## src/rtl/reg_arb_pkg.sv

```systemverilog
`default_nettype none
// ============================================================================
// Module   : reg_arb_pkg
// Brief    : Shared types and sizes for reg_file_arbiter and its sub-modules.
// Revision : 1.0 - initial release
// ============================================================================
package reg_arb_pkg;

    localparam int RF_ADDR_W = 8;
    localparam int RF_DATA_W = 8;
    // Widest response ID the arbiter supports (NUM_REQ up to 8).
    localparam int MAX_ID_W  = 3;

    typedef struct packed {
        logic                 we;
        logic [RF_ADDR_W-1:0] addr;
        logic [RF_DATA_W-1:0] wdata;
    } rf_op_t;

    typedef struct packed {
        logic                valid;
        logic [MAX_ID_W-1:0] id;
    } rsp_tag_t;

endpackage : reg_arb_pkg
`default_nettype wire

```

## src/rtl/reg_file_arbiter_rr_pick.sv

```systemverilog
`default_nettype none
// ============================================================================
// Module   : rr_pick
// Brief    : Combinational rotate-and-priority-encode; one-hot grant plus the
//            encoded index of the first request at or above i_ptr (wrapping).
// Revision : 1.0 - initial release
// ============================================================================
module rr_pick
    import reg_arb_pkg::*;
#(
    parameter int NUM_REQ = 4,
    parameter int ID_W    = 2
) (
    input  logic [NUM_REQ-1:0] i_req,
    input  logic [ID_W-1:0]    i_ptr,
    output logic [NUM_REQ-1:0] o_gnt,
    output logic [ID_W-1:0]    o_idx
);

    localparam logic [ID_W:0] C_NUM_REQ = (ID_W+1)'(NUM_REQ);

    logic [ID_W:0] w_pos;
    logic          w_found;

    always_comb begin
        o_gnt   = '0;
        o_idx   = '0;
        w_found = 1'b0;
        w_pos   = '0;
        for (int i = 0; i < NUM_REQ; i++) begin
            // i_ptr < NUM_REQ, so one conditional subtract implements the wrap.
            w_pos = {1'b0, i_ptr} + (ID_W+1)'(i);
            if (w_pos >= C_NUM_REQ) begin
                w_pos = w_pos - C_NUM_REQ;
            end
            if (!w_found && i_req[w_pos[ID_W-1:0]]) begin
                w_found                  = 1'b1;
                o_gnt[w_pos[ID_W-1:0]]   = 1'b1;
                o_idx                    = w_pos[ID_W-1:0];
            end
        end
    end

endmodule : rr_pick
`default_nettype wire

```

## src/rtl/reg_file_arbiter.sv

```systemverilog
`default_nettype none
// ============================================================================
// Module   : reg_file_arbiter
// Brief    : Shares the register-file write port and r1 read port among
//            NUM_REQ requesters; one op per cycle, 2-cycle read latency.
//            Define REG_ARB_FIXED_PRIO_EN for fixed lowest-index priority.
// Revision : 1.0 - initial release
// ============================================================================
module reg_file_arbiter
    import reg_arb_pkg::*;
#(
    parameter int NUM_REQ = 4,
    parameter int ID_W    = 2
) (
    input  logic                           clock,
    input  logic                           reset_n,
    input  logic [NUM_REQ-1:0]             req,
    input  logic [NUM_REQ-1:0]             req_we,
    input  logic [NUM_REQ*RF_ADDR_W-1:0]   req_addr,
    input  logic [NUM_REQ*RF_DATA_W-1:0]   req_wdata,
    output logic [NUM_REQ-1:0]             gnt,
    output logic                           rsp_valid,
    output logic [ID_W-1:0]                rsp_id,
    output logic [RF_DATA_W-1:0]           rsp_data,
    output logic [RF_ADDR_W-1:0]           rf_r1_addr,
    output logic [RF_ADDR_W-1:0]           rf_write_addr,
    output logic [RF_DATA_W-1:0]           rf_write_data,
    output logic                           rf_write_ctrl,
    input  logic [RF_DATA_W-1:0]           rf_r1_out
);

    logic [NUM_REQ-1:0]   w_pick_gnt;
    logic [ID_W-1:0]      w_idx;
    logic [ID_W-1:0]      w_ptr;
    logic                 w_accept;
    rf_op_t               w_op;
    logic [MAX_ID_W-1:0]  w_issue_id;

    logic [RF_ADDR_W-1:0] r_r1_addr;
    logic [RF_ADDR_W-1:0] r_wr_addr;
    logic [RF_DATA_W-1:0] r_wr_data;
    logic                 r_wr_ctrl;
    rsp_tag_t             r_issue_tag;
    rsp_tag_t             r_rsp_tag;

`ifdef REG_ARB_FIXED_PRIO_EN
    // Rotation by zero degenerates to a plain lowest-index priority encoder.
    assign w_ptr = '0;
`else
    localparam logic [ID_W-1:0] C_LAST = ID_W'(NUM_REQ - 1);

    logic [ID_W-1:0] r_ptr;

    always_ff @(posedge clock or negedge reset_n) begin
        if (!reset_n) begin
            r_ptr <= '0;
        end else if (w_accept) begin
            r_ptr <= (w_idx == C_LAST) ? '0 : w_idx + 1'b1;
        end
    end

    assign w_ptr = r_ptr;
`endif

    rr_pick #(
        .NUM_REQ (NUM_REQ),
        .ID_W    (ID_W)
    ) u_rr_pick (
        .i_req (req),
        .i_ptr (w_ptr),
        .o_gnt (w_pick_gnt),
        .o_idx (w_idx)
    );

    assign gnt      = w_pick_gnt & {NUM_REQ{reset_n}};
    assign w_accept = |gnt;

    always_comb begin
        w_op = '0;
        for (int i = 0; i < NUM_REQ; i++) begin
            if (gnt[i]) begin
                w_op.we    = req_we[i];
                w_op.addr  = req_addr[i*RF_ADDR_W +: RF_ADDR_W];
                w_op.wdata = req_wdata[i*RF_DATA_W +: RF_DATA_W];
            end
        end
    end

    always_comb begin
        w_issue_id             = '0;
        w_issue_id[ID_W-1:0]   = w_idx;
    end

    always_ff @(posedge clock or negedge reset_n) begin
        if (!reset_n) begin
            r_wr_ctrl <= 1'b0;
            r_r1_addr <= '0;
            r_wr_addr <= '0;
            r_wr_data <= '0;
        end else begin
            r_wr_ctrl <= w_accept & w_op.we;
            if (w_accept && w_op.we) begin
                r_wr_addr <= w_op.addr;
                r_wr_data <= w_op.wdata;
            end
            if (w_accept && !w_op.we) begin
                r_r1_addr <= w_op.addr;
            end
        end
    end

    // Tag pipeline tracks the register file's one-cycle read capture.
    always_ff @(posedge clock or negedge reset_n) begin
        if (!reset_n) begin
            r_issue_tag <= '0;
            r_rsp_tag   <= '0;
        end else begin
            r_issue_tag.valid <= w_accept & ~w_op.we;
            r_issue_tag.id    <= w_issue_id;
            r_rsp_tag         <= r_issue_tag;
        end
    end

    assign rf_write_ctrl = r_wr_ctrl;
    assign rf_write_addr = r_wr_addr;
    assign rf_write_data = r_wr_data;
    assign rf_r1_addr    = r_r1_addr;
    assign rsp_valid     = r_rsp_tag.valid;
    assign rsp_id        = r_rsp_tag.id[ID_W-1:0];
    assign rsp_data      = rf_r1_out;

endmodule : reg_file_arbiter
`default_nettype wire

```

## config.mk

```make
export PLATFORM = sky130hd
export DESIGN_NAME = reg_file_arbiter
export DESIGN_NICKNAME = d
export VERILOG_FILES = /design/src/rtl/reg_arb_pkg.sv /design/src/rtl/reg_file_arbiter_rr_pick.sv /design/src/rtl/reg_file_arbiter.sv
export SDC_FILE = /design/constraint.sdc
export NUM_CORES = 1
export LEC_CHECK = 0
export CAP_MARGIN = 20
export CORE_UTILIZATION = 32
export CTS_CLUSTER_DIAMETER = 150
export DETAILED_ROUTE_END_ITERATION = 10
export PLACE_DENSITY = 0.67
export SETUP_SLACK_MARGIN = 0.15
export SLEW_MARGIN = 30
export SYNTH_ARGS = -nofsm -noshare
export SYNTH_HDL_FRONTEND = slang
export SYNTH_HIERARCHICAL = 1
export SYNTH_SLANG_ARGS = --single-unit
```

## constraint.sdc

```tcl
create_clock -name clock -period 9.7 [get_ports clock]
set_input_delay 1.94 -clock clock [delete_from_list [all_inputs] [get_ports clock]]
set_output_delay 1.94 -clock clock [all_outputs]
set_load 0.01 [all_outputs]
```

# After elaboration in Yosys (flattened, before gate mapping)

Cells that the tools add are included.

$add $sub $neg: 8
$lt $le $gt $ge: 12
Equality and inequality tests: 1
Mux-type cells: 36
Bitwise operators: 7
Reduce and logical (&&, ||, !) cells: 14

Operators by type and width:

| operator                                                                            | number |
|---|---|
| 17-bit two-way mux                                                                  | 4 |
| 2-bit two-way mux                                                                   | 9 |
| 4-bit two-way mux                                                                   | 4 |
| 2-bit by 3-bit less-than comparator with 1-bit output, second input constant        | 4 |
| 4-bit bitwise OR                                                                    | 3 |
| 1-bit two-way mux                                                                   | 11 |
| 3-bit greater-or-equal comparator, second input constant                            | 3 |
| 1-bit logical AND                                                                   | 9 |
| 1-bit binary-select mux with 2-bit select                                           | 4 |
| 1-bit demux with 2-bit select                                                       | 4 |
| 2-bit by 1-bit greater-or-equal comparator with 1-bit output, second input constant | 4 |
| 2-bit by 1-bit subtractor with 2-bit output, second input constant                  | 4 |
| 2-bit by 2-bit adder with 3-bit output, second input constant                       | 2 |
| 4-bit bitwise AND                                                                   | 1 |
| 1-bit zero test                                                                     | 4 |
| 4-bit OR reduction                                                                  | 1 |
| 2-bit by 1-bit adder with 3-bit output, second input constant                       | 1 |
| 2-bit by 3-bit greater-or-equal comparator with 1-bit output, second input constant | 1 |
| 2-bit by 1-bit adder with 2-bit output, second input constant                       | 1 |
| 1-bit bitwise AND                                                                   | 2 |
| 2-bit == test, second input constant                                                | 1 |
| 1-bit inverter                                                                      | 1 |

Register bits after elaboration: 33

# Longest topological paths before layout

Gate-level depths: netlist (run 1).

Depth after elaboration: 21
Depth in mapped cells: 14

# Modules after synthesis

Netlist (run 1), hierarchy kept.

By module, submodules not included:

| module           | times used | cells each | area an instance (sq um) |
|---|---|---|---|
| reg_file_arbiter | 1          | 177        | 1,906.8 |
| rr_pick          | 1          | 65         | 489.2 |

# Worst setup path after synthesis (run 1)

Ideal clock, no wire load.

Path kind: input to output
From: input req[0]
To: output gnt[3]
Arrival time: 3,844 ps
Slack: 3,916 ps
Stages: 8
Path through: clkbuf_2 -> mux4_2 -> or2_4 -> nor2b_4 -> a221o_2 -> buf_4 -> buf_1 -> and2_1

Longest elaborated chain between the ends: 13
Elaborated cells on any way between the ends: 25
Those cells by class: mux: 15; bitwise: 4; reduce/logical: 6

Ends and longest elaborated chain:

| element                                   | line                           | source |
|---|---|---|
| from (decl)                               | reg_file_arbiter.sv:17         | `input logic [NUM_REQ-1:0] req,` |
| 1-bit binary-select mux with 2-bit select | reg_file_arbiter_rr_pick.sv:36 | `if (!w_found && i_req[w_pos[ID_W-1:0]]) begin` |
| 1-bit two-way mux (implied by the code)   | reg_file_arbiter_rr_pick.sv:36 |  |
| 1-bit two-way mux                         | reg_file_arbiter_rr_pick.sv:36 |  |
| 1-bit zero test                           | reg_file_arbiter_rr_pick.sv:36 |  |
| 1-bit logical AND                         | reg_file_arbiter_rr_pick.sv:36 |  |
| 1-bit two-way mux                         | reg_file_arbiter_rr_pick.sv:36 |  |
| 1-bit zero test                           | reg_file_arbiter_rr_pick.sv:36 |  |
| 1-bit logical AND                         | reg_file_arbiter_rr_pick.sv:36 |  |
| 1-bit two-way mux                         | reg_file_arbiter_rr_pick.sv:36 |  |
| 1-bit zero test                           | reg_file_arbiter_rr_pick.sv:36 |  |
| 1-bit logical AND                         | reg_file_arbiter_rr_pick.sv:36 |  |
| 4-bit two-way mux *                       | reg_file_arbiter_rr_pick.sv:36 |  |
| net w_pick_gnt[3]                         | reg_file_arbiter.sv:32         | `logic [NUM_REQ-1:0] w_pick_gnt;` |
| 4-bit bitwise AND *                       | reg_file_arbiter.sv:75         | `assign gnt = w_pick_gnt & {NUM_REQ{reset_n}};` |
| to (decl)                                 | reg_file_arbiter.sv:21         | `output logic [NUM_REQ-1:0] gnt,` |

The timed path passes the listed nets; every way through them passes the cells marked *. The select of a mux whose other input is x is not followed.

# Worst setup path in the final report (run 1)

From: input req[1]
To: output gnt[1]

Same word-level chain as after synthesis.

==> results of run 1 <==
## cell families after synthesis
kind of cell	count (synthesis)
multiplexers	30
AND/OR/NAND/NOR	58
adder cells (fa/ha/maj)	6
flip-flops	33
AO/OA/AOI/OAI	74
buffers and inverters	41
## through the flow
stage / util (%) / setup WS, ns
after detailed placement: 46.89 / 2.870
after global routing: 48.08 / 2.638
after global placement: 46.89 / 2.981
final: 48.08 / 2.846
after floorplan: - / 3.916
after CTS: 48.08 / 2.867
## layout make-up
| type | instances | area, sq um |
|---|---|---|
| clock buffer | 5 | 68.82 |
| clock inverter | 3 | 17.52 |
| fill | 682 | 3766 |
| inverter | 13 | 48.80 |
| multi-input combinational | 168 | 1349 |
| sequential | 33 | 825.8 |
| tap | 99 | 123.9 |
| timing repair buffer | 106 | 1054 |
## power by group
group | total, uW | switching [uW] | internal [uW]
clock | 101 | 51.7 | 49.5
combinational | 847 | 423 | 424
sequential | 247 | 45.1 | 201
## worst min path at each step
stage / startpoint / slack (ns) / depth (start not counted) / to
after global routing: r_issue_tag[3] / 0.36 / 0 / rsp_valid
after global placement: r_issue_tag[3] / 0.33 / 0 / rsp_valid
final: r_issue_tag[0] / 0.35 / 0 / rsp_id[0]
after floorplan: r_issue_tag[0] / 0.33 / 0 / rsp_id[0]
after detailed placement: r_issue_tag[0] / 0.33 / 0 / rsp_id[0]
after CTS: r_issue_tag[0] / 0.35 / 0 / rsp_id[0]
## layer usage
layer / track usage [%] / up-vias / wire (microns)
met5: 0 / - / 0
met4: 5.718 / 0 / 87
met3: 3.825 / 8 / 507
met2: 27.83 / 82 / 3092
met1: 22.34 / 1011 / 2919
li1: - / 1043 / -
## sequential cells by signal, indices dropped and copies added (netlist names)
register	cells
rf_r1_addr	8
rsp_id	2
rf_write_addr	8
r_issue_tag	3
rf_write_ctrl	1
rf_write_data	8
r_ptr	2
rsp_valid	1
## layout by cell type, fill, tap and decap left out, drive strengths merged, types with 4 or more instances in the layout
master	Yosys	layout
a21oi	18	18
a221o	4	4
a22o	9	9
a31oi	10	10
and2	4	4
clkbuf	8	5
clkdlybuf4s50	0	104
dfrtp	33	33
ha	6	6
inv	12	12
mux2	25	25
nand2	29	29
nand3b	8	8
nor2	4	4
o21ai	16	16
o221ai	8	8
==> flow_summary_export.csv, run 1 <==
group,metric,value,unit
floorplan,die_h,88.53,microns
pwr,ir_worst_vdd,0.1280,mV
synth,synth_enable_flop_cells,0,
critical_path,reg2reg_slack,5.41,ns
sta,hold_ws,0.3488,ns
floorplan,initial_core_util,33.03,%
drt,ant_nets,0,
finish,final_cell_area,3487,sq um
synth,synthMuxAreaShare,16.81,%
drt,drtIter0Drc,98,
clocking,path_clk_slew,0.07,ns
drt,drc,0,
synth,ys_types,43,
critical_path,worst_ep_arrival_time,4.91,ns
critical_path,crit_family,"compound AO/OA/AOI/OAI gates",
finish,final_layout_size_suffix_gt1_share,15.55,%
critical_path,path_max_fanout,36,
synth,synth_top_family_by_area,"compound AO/OA/AOI/OAI gates",
synth,async_reset_ff_share,100.0,%
sta,setup_viol,0,
drt,dr_total_vias,2144,
outcome,status,"finished clean",
synth,postSynthCellCount,242,
clocking,cts_hold_buf,0,
finish,fin_cells,427,
synth,syn_area_per_cell,9.901,sq um
clocking,cts_resized,0,
sta,setup-tns-final,0,ns
clocking,cts_max_level,2,
critical_path,critPathRequiredTime,7.76,ns
critical_path,critPathCaptureType,"primary output",
global_route,grt_pass1_vias,1994,
clocking,tritoncts,"yes",
finish,antenna_cells,0,
synth,synthSimpleGateAreaFrac,13.94,%
finish,areaGrowthSynthToFinish,45.54,%
placement,port_buffers,105,
clocking,insertion_delay,0.28,ns
global_route,grt_overflow,0,
clocking,postCtsSetupRepairBufs,0,
floorplan,rows,31,
finish,fin_nets,415,
critical_path,crit_end,"gnt[1]",
floorplan,fp.dieW,88.53,microns
run,maxCapViolations,0,
drt,viasPerCell,5.021,
pwr,p_leak,0.001431,uW
sta,period_share,70.66,%
critical_path,cp_cell_sequence,"clkdlybuf4s50_1, nor3b_1, o21ai_0, o31ai_1, a221o_2, and2_1, clkdlybuf4s50_1",
sta,finClkSkew,0.004918,ns
critical_path,worstSetupStartpointType,"input port",
synth,ys_seq_area_share,34.46,%
critical_path,cpMostUsedCell,"clkdlybuf4s50_1",
sta,rsz0062_at_grt,"false",
pwr,power.density,342.6,nW/um^2
critical_path,crit_type,"input port to primary output",
critical_path,path_depth,7,
placement,dpl-instance-area,3401,sq um
critical_path,worst-path-buf-inv,2,
sta,tightest_slew,0.6590,ns
drt,wl_per_cell,15.47,microns
synth,synthesis.nets,330,
synth,synth-adder-area-share,3.133,%
synth,syn_area,2396,sq um
critical_path,crit_path_top_delay_cell,"a221o_2",
pwr,fin_total_pwr,1195,uW
critical_path,startpoint,"req[1]",
clocking,cts_sinks,33,
min_path,hp-class,"flop to flop",
synth,synth_xor_area_share,0,%
critical_path,r2r-end,"rf_r1_addr[0]",
drt,drt_pass1_iterations,4,
synth,yosysWarnings,6,
critical_path,slowest_delay,0.70,ns
sta,drv_slew,0,
critical_path,r2r_start,"r_ptr[0]",
drt,wl,6606,microns
sta,min_period,6.854,ns
sta,hold_violations,0,
clocking,root_buffer,"clkbuf_8",
global_route,grt_max_degree,48,
critical_path,reg2reg_depth,10,
global_route,grt_usage,17.05,%
synth,synth_most_common_cell,"dfrtp_1",
floorplan,die_area,7838,sq um
placement,dp_cells,419,
floorplan,design.core.area,7253,sq um
synth,ys_ff_latch,33,
floorplan,num_io_pins,122,
sta,maxSlewHeadroom,55.69,%
sta,maxClockFrequency,145.9,MHz
global_route,grt_pass1_wl,10220,microns
synth,synth_largest_area_cell,"dfrtp_1",
clocking,numCtsBuffers,5,
synth,synth_compound_area_share,22.40,%
placement,dp_hpwl,4907,microns
synth,netlist_top_cells_count,"dfrtp_1, nand2_1, a21oi_1",
synth,synth_top_area_share,34.46,%
synth,yosys-top-cells-area,"dfrtp_1, mux2_2, mux2_4",
clocking,clk_path_buf_depth,2,
global_route,grt_antenna_before_repair,0,
synth,dominantRegCellSynth,"dfrtp_1",
placement,gp_congestion,0.8097,
(Power assumes the default switching activity.)
==> run 2, diff against run 1 <==
Settings changed: PLACE_DENSITY 0.67 to 0.69.
Clock period 9.7 ns to 5.7 ns, I/O delays scaled along.
==> run 2 against run 1 <==
Effect of this change:
- clock skew is 0.0032 ns higher
- register-to-register slack worse by 3.9 ns
- non-clock buffer count is 4 higher
- sequential power is 68% higher
- clock power is 71% higher
- first-iteration DRC count is 14% lower
- sequential cell count stayed put
- utilization is 0.41 points higher
- combinational power is 75% higher
- global-route usage is 0.15 points higher
- wire length is 0.42% higher
- setup slack worse by 1.9 ns
- critical path type unchanged
- largest cell class unchanged
==> flow_summary_export.csv, run 2 (synthesized netlist as in run 1, its figures left out) <==
group,metric,value,unit
clocking,clk_path_buf_depth,2,
placement,gp_congestion,0.7845,
sta,tightest_slew,0.6469,ns
clocking,insertion_delay,0.29,ns
floorplan,die_h,88.53,microns
critical_path,crit_path_top_delay_cell,"mux4_2",
global_route,grt_pass1_vias,2063,
drt,dr_total_vias,2165,
sta,hold_violations,0,
clocking,cts_hold_buf,0,
sta,rsz0062_at_grt,"false",
finish,areaGrowthSynthToFinish,46.79,%
run,maxCapViolations,0,
drt,drtIter0Drc,84,
sta,drv_slew,0,
finish,final_common_cell,"clkdlybuf4s50_1",
finish,fin_nets,419,
pwr,fin_total_pwr,2069,uW
sta,maxClockFrequency,209.5,MHz
sta,min_period,4.774,ns
finish,utilization,48.49,%
sta,setup_viol,0,
clocking,cts_resized,0,
pwr,power.density,588.2,nW/um^2
floorplan,rows,31,
floorplan,die_area,7838,sq um
sta,hold_ws,0.3479,ns
placement,dpl-instance-area,3431,sq um
global_route,grt_antenna_before_repair,0,
clocking,path_clk_slew,0.06,ns
finish,ff_latch_area,825.8,sq um
floorplan,initial_core_util,33.03,%
critical_path,worst_ep_arrival_time,3.63,ns
critical_path,slowest_delay,0.64,ns
clocking,cts_sinks,33,
floorplan,num_io_pins,122,
global_route,grt_overflow,0,
sta,period_share,83.76,%
critical_path,worstSetupStartpointType,"input port",
pwr,ir_worst_vdd,0.2518,mV
clocking,root_buffer,"clkbuf_8",
clocking,tritoncts,"yes",
drt,wl_per_cell,15.39,microns
critical_path,reg2reg_slack,1.52,ns
placement,port_buffers,105,
critical_path,critPathCaptureType,"primary output",
pwr,p_leak,0.001452,uW
global_route,grt_usage,17.20,%
critical_path,cp_cell_sequence,"clkdlybuf4s50_1, mux4_2, or2_4, nor2b_4, a221o_2, and2_1, clkdlybuf4s50_1",
floorplan,fp.dieW,88.53,microns
critical_path,cpMostUsedCell,"clkdlybuf4s50_1",
finish,fill_cells,680,
sta,maxSlewHeadroom,56.51,%
finish,final_layout_size_suffix_gt1_share,16.57,%
clocking,postCtsSetupRepairBufs,0,
drt,wl,6634,microns
critical_path,path_max_fanout,11,
drt,drt_pass1_iterations,4,
floorplan,design.core.area,7253,sq um
finish,antenna_cells,0,
drt,drc,0,
finish,final_cell_mix,"clkdlybuf4s50_1, dfrtp_1, nand2_1",
clocking,numCtsBuffers,5,
critical_path,critPathRequiredTime,4.56,ns
min_path,hp-class,"flop to flop",
drt,ant_nets,0,
finish,final_cell_area,3517,sq um
sta,setup-tns-final,0,ns
outcome,status,"finished clean",
global_route,grt_max_degree,36,
finish,multiInputGateArea,1349,sq um
drt,viasPerCell,5.023,
sta,finClkSkew,0.008127,ns
placement,dp_hpwl,4930,microns
clocking,cts_max_level,2,
global_route,grt_pass1_wl,10210,microns
critical_path,crit_type,"input port to primary output",
[run 2: cell count changes in the layout (fill, tap and decap cells not counted)]
cell / change
buf_4: +4
[run 2: final timing paths]
| check | from | end | depth (start not counted) |
|---|---|---|---|
| min reg2reg | r_issue_tag[0] | rsp_id[0] | 0 |
| max reg2reg | r_ptr[0] | rf_r1_addr[5] | 11 |
| min | r_issue_tag[0] | rsp_id[0] | 0 |
| min in group asynchronous | reset_n | rf_write_data[6] | 1 |
| max in group asynchronous | reset_n | rsp_id[1] | 2 |
| max | req[3] | gnt[2] | 7 |
[run 2: where the power goes]
part	total [uW]	internal (uW)	switching [uW]
logic	1480	745	734
registers	416	343	73.6
clock network	173	84.2	89.3
total	2070	1170	897
[run 2: metrics by stage]
| step | instances | setup slack (ns) |
|---|---|---|
| after floorplan | 242 | 1.516 |
| after global placement | 423 | 0.9901 |
| after detailed placement | 423 | 0.9180 |
| after CTS | 431 | 0.9254 |
| after global routing | 431 | 0.7732 |
| final | 431 | 0.9256 |
[run 2: area by class of cell]
class	count	area share, %
multi-input combinational	168	38.35
timing repair buffer	110	30.81
sequential	33	23.48
tap	99	3.522
clock buffer	5	1.957
inverter	13	1.387
clock inverter	3	0.4980
[run 2: critical path, delay by kind of cell]
family	cells	cell delay (ns)
buffers and inverters	2	1.12
AO/OA/AOI/OAI	1	0.18
AND/OR/NAND/NOR	3	0.57
multiplexers	1	0.64
[run 2: layer usage]
layer / share of wire, % / GRT usage [%] / up-vias
li1: - / - / 1055
met1: 44 / 21.32 / 1028
met2: 47 / 29.37 / 71
met3: 7.5 / 3.638 / 11
met4: 1.5 / 6.452 / 0
met5: 0 / 0 / -
==> run 3, diff against run 2 <==
Clock period 5.7 ns to 3.9 ns, I/O delays scaled along.
==> run 3 against run 2 <==
Effect of this change:
- wire length rose by 3.2%
- clock power rose by 45%
- highest routed layer unchanged
- non-clock buffer count rose by 18
- total power rose by 53%
- clock skew fell by 0.0029 ns
- setup slack got worse by 0.59 ns
- count of clock-buffer cells in the layout did not move
- critical path depth rose by 2
- combinational power rose by 59%
==> flow_summary_export.csv, run 3 (synthesized netlist as in run 1, its figures left out) <==
group,metric,value,unit
drt,dr_total_vias,2255,
finish,final_layout_size_suffix_gt1_share,21.14,%
critical_path,critPathCaptureType,"primary output",
critical_path,slowest_delay,0.50,ns
floorplan,num_io_pins,122,
clocking,cts_max_level,2,
min_path,hp-class,"flop to flop",
finish,utilization,50.61,%
critical_path,critPathRequiredTime,3.12,ns
floorplan,design.core.area,7253,sq um
drt,wl_per_cell,15.25,microns
critical_path,worst-path-buf-inv,4,
floorplan,die_h,88.53,microns
clocking,root_buffer,"clkbuf_8",
sta,tightest_slew,0.5586,ns
sta,drv_slew,0,
global_route,grt_usage,17.79,%
critical_path,crit_path_top_delay_cell,"mux4_2",
finish,final_cell_mix,"clkdlybuf4s50_1, dfrtp_1, nand2_1",
drt,drt_pass1_iterations,4,
critical_path,path_max_fanout,8,
pwr,power.share.switching,41.97,%
floorplan,rows,31,
outcome,status,"finished clean",
placement,gp_congestion,0.8189,
global_route,grt_antenna_before_repair,0,
finish,antenna_cells,0,
pwr,internal_power,1841,uW
clocking,path_clk_slew,0.06,ns
critical_path,worst_ep_arrival_time,2.78,ns
global_route,grt_overflow,0,
critical_path,crit_type,"input port to primary output",
sta,setup-tns-final,0,ns
critical_path,worstSetupStartpointType,"input port",
drt,ant_nets,0,
sta,rsz0062_at_grt,"false",
clocking,tritoncts,"yes",
pwr,power.density,864.0,nW/um^2
floorplan,die_area,7838,sq um
pwr,pwr-share-seq,18.1,%
sta,hold_ws,0.3486,ns
global_route,grt_pass1_wl,10670,microns
pwr,power_switching,1331,uW
drt,drtIter0Drc,50,
floorplan,initial_core_util,33.03,%
sta,hold_violations,0,
drt,wl,6847,microns
sta,maxClockFrequency,280.5,MHz
sta,finClkSkew,0.005209,ns
floorplan,fp.dieW,88.53,microns
drt,drc,0,
finish,final_common_cell,"clkdlybuf4s50_1",
global_route,grt_max_degree,36,
pwr,pwr-share-comb,74.0,%
placement,port_buffers,105,
sta,period_share,91.41,%
finish,areaGrowthSynthToFinish,53.21,%
placement,dp_hpwl,5264,microns
sta,setup_viol,0,
sta,maxSlewHeadroom,62.76,%
finish,fin_nets,437,
run,maxCapViolations,0,
sta,min_period,3.565,ns
pwr,p_leak,0.001589,uW
clocking,numCtsBuffers,5,
clocking,cts_sinks,33,
clocking,insertion_delay,0.29,ns
clocking,clk_path_buf_depth,2,
finish,fill_cells,683,
drt,viasPerCell,5.022,
pwr,p_clk_share,7.9,%
critical_path,cp_cell_sequence,"dlygate4sd2_1, mux4_2, buf_4, buf_4, nand2_1, o21ai_0, a221o_2, and2_1, dlygate4sd2_1",
pwr,ir_worst_vdd,0.3446,mV
global_route,grt_pass1_vias,2198,
critical_path,crit_family,"buffers and inverters",
==> run 3: metrics by stage <==
step / worst slack, ns / cell area [sq um] / total power (uW) / std cells
floorplan: 0.3520 / 2396 / 2157 / 242
global placement: -0.03725 / 3556 / 2878 / 438
detailed placement: -0.1207 / 3556 / 2922 / 438
CTS: 0.1709 / 3664 / 3207 / 449
global route: 0.2598 / 3671 / 3441 / 449
finish: 0.3350 / 3671 / 3172 / 449
==> run 3: layout make-up <==
type	count	area, sq um	share of cell area (%)
flip-flops and latches	33	825.8	22.49
well taps	99	123.9	3.374
multi-input cells	168	1354	36.88
clock buffers	5	68.82	1.875
clock inverters	3	17.52	0.4772
repair buffers	128	1232	33.57
inverters	13	48.80	1.329
==> run 3: per-layer routing <==
metal / global-route usage, % / vias to the layer above / wire, microns
li1: - / 1087 / -
met1: 20.61 / 1073 / 2802
met2: 31.61 / 82 / 3345
met3: 4.664 / 13 / 588
met4: 6.305 / 0 / 110
met5: 0 / - / 0
==> run 3: final timing paths <==
check / to / startpoint / depth (start not counted) / slack [ns]
min in group asynchronous: rf_write_data[5] / reset_n / 1 / 0.48
setup reg to reg: rf_r1_addr[7] / r_ptr[0] / 13 / 0.63
hold / removal: rsp_id[1] / r_issue_tag[1] / 0 / 0.35
max in group asynchronous: rf_r1_addr[7] / reset_n / 2 / 2.71
setup / recovery: gnt[2] / req[1] / 9 / 0.34
hold reg to reg: rsp_id[1] / r_issue_tag[1] / 0 / 0.35
==> run 3: timing repair <==
item | in CTS | in global routing
resized for setup | 6 | 3
setup endpoints to repair | 4 | 3
cloned | 0 | 0
hold buffers | 0 | 0
setup buffers | 3 | 0
==> run 3: power groups by stage <==
stage	logic [uW]	clock network, uW	registers (uW)
3_5_place_dp	2340	0	583
3_3_place_gp	2300	0	574
2_1_floorplan	1520	0	633
6_report	2350	251	573
4_1_cts	2370	262	577
5_1_grt	2580	275	590
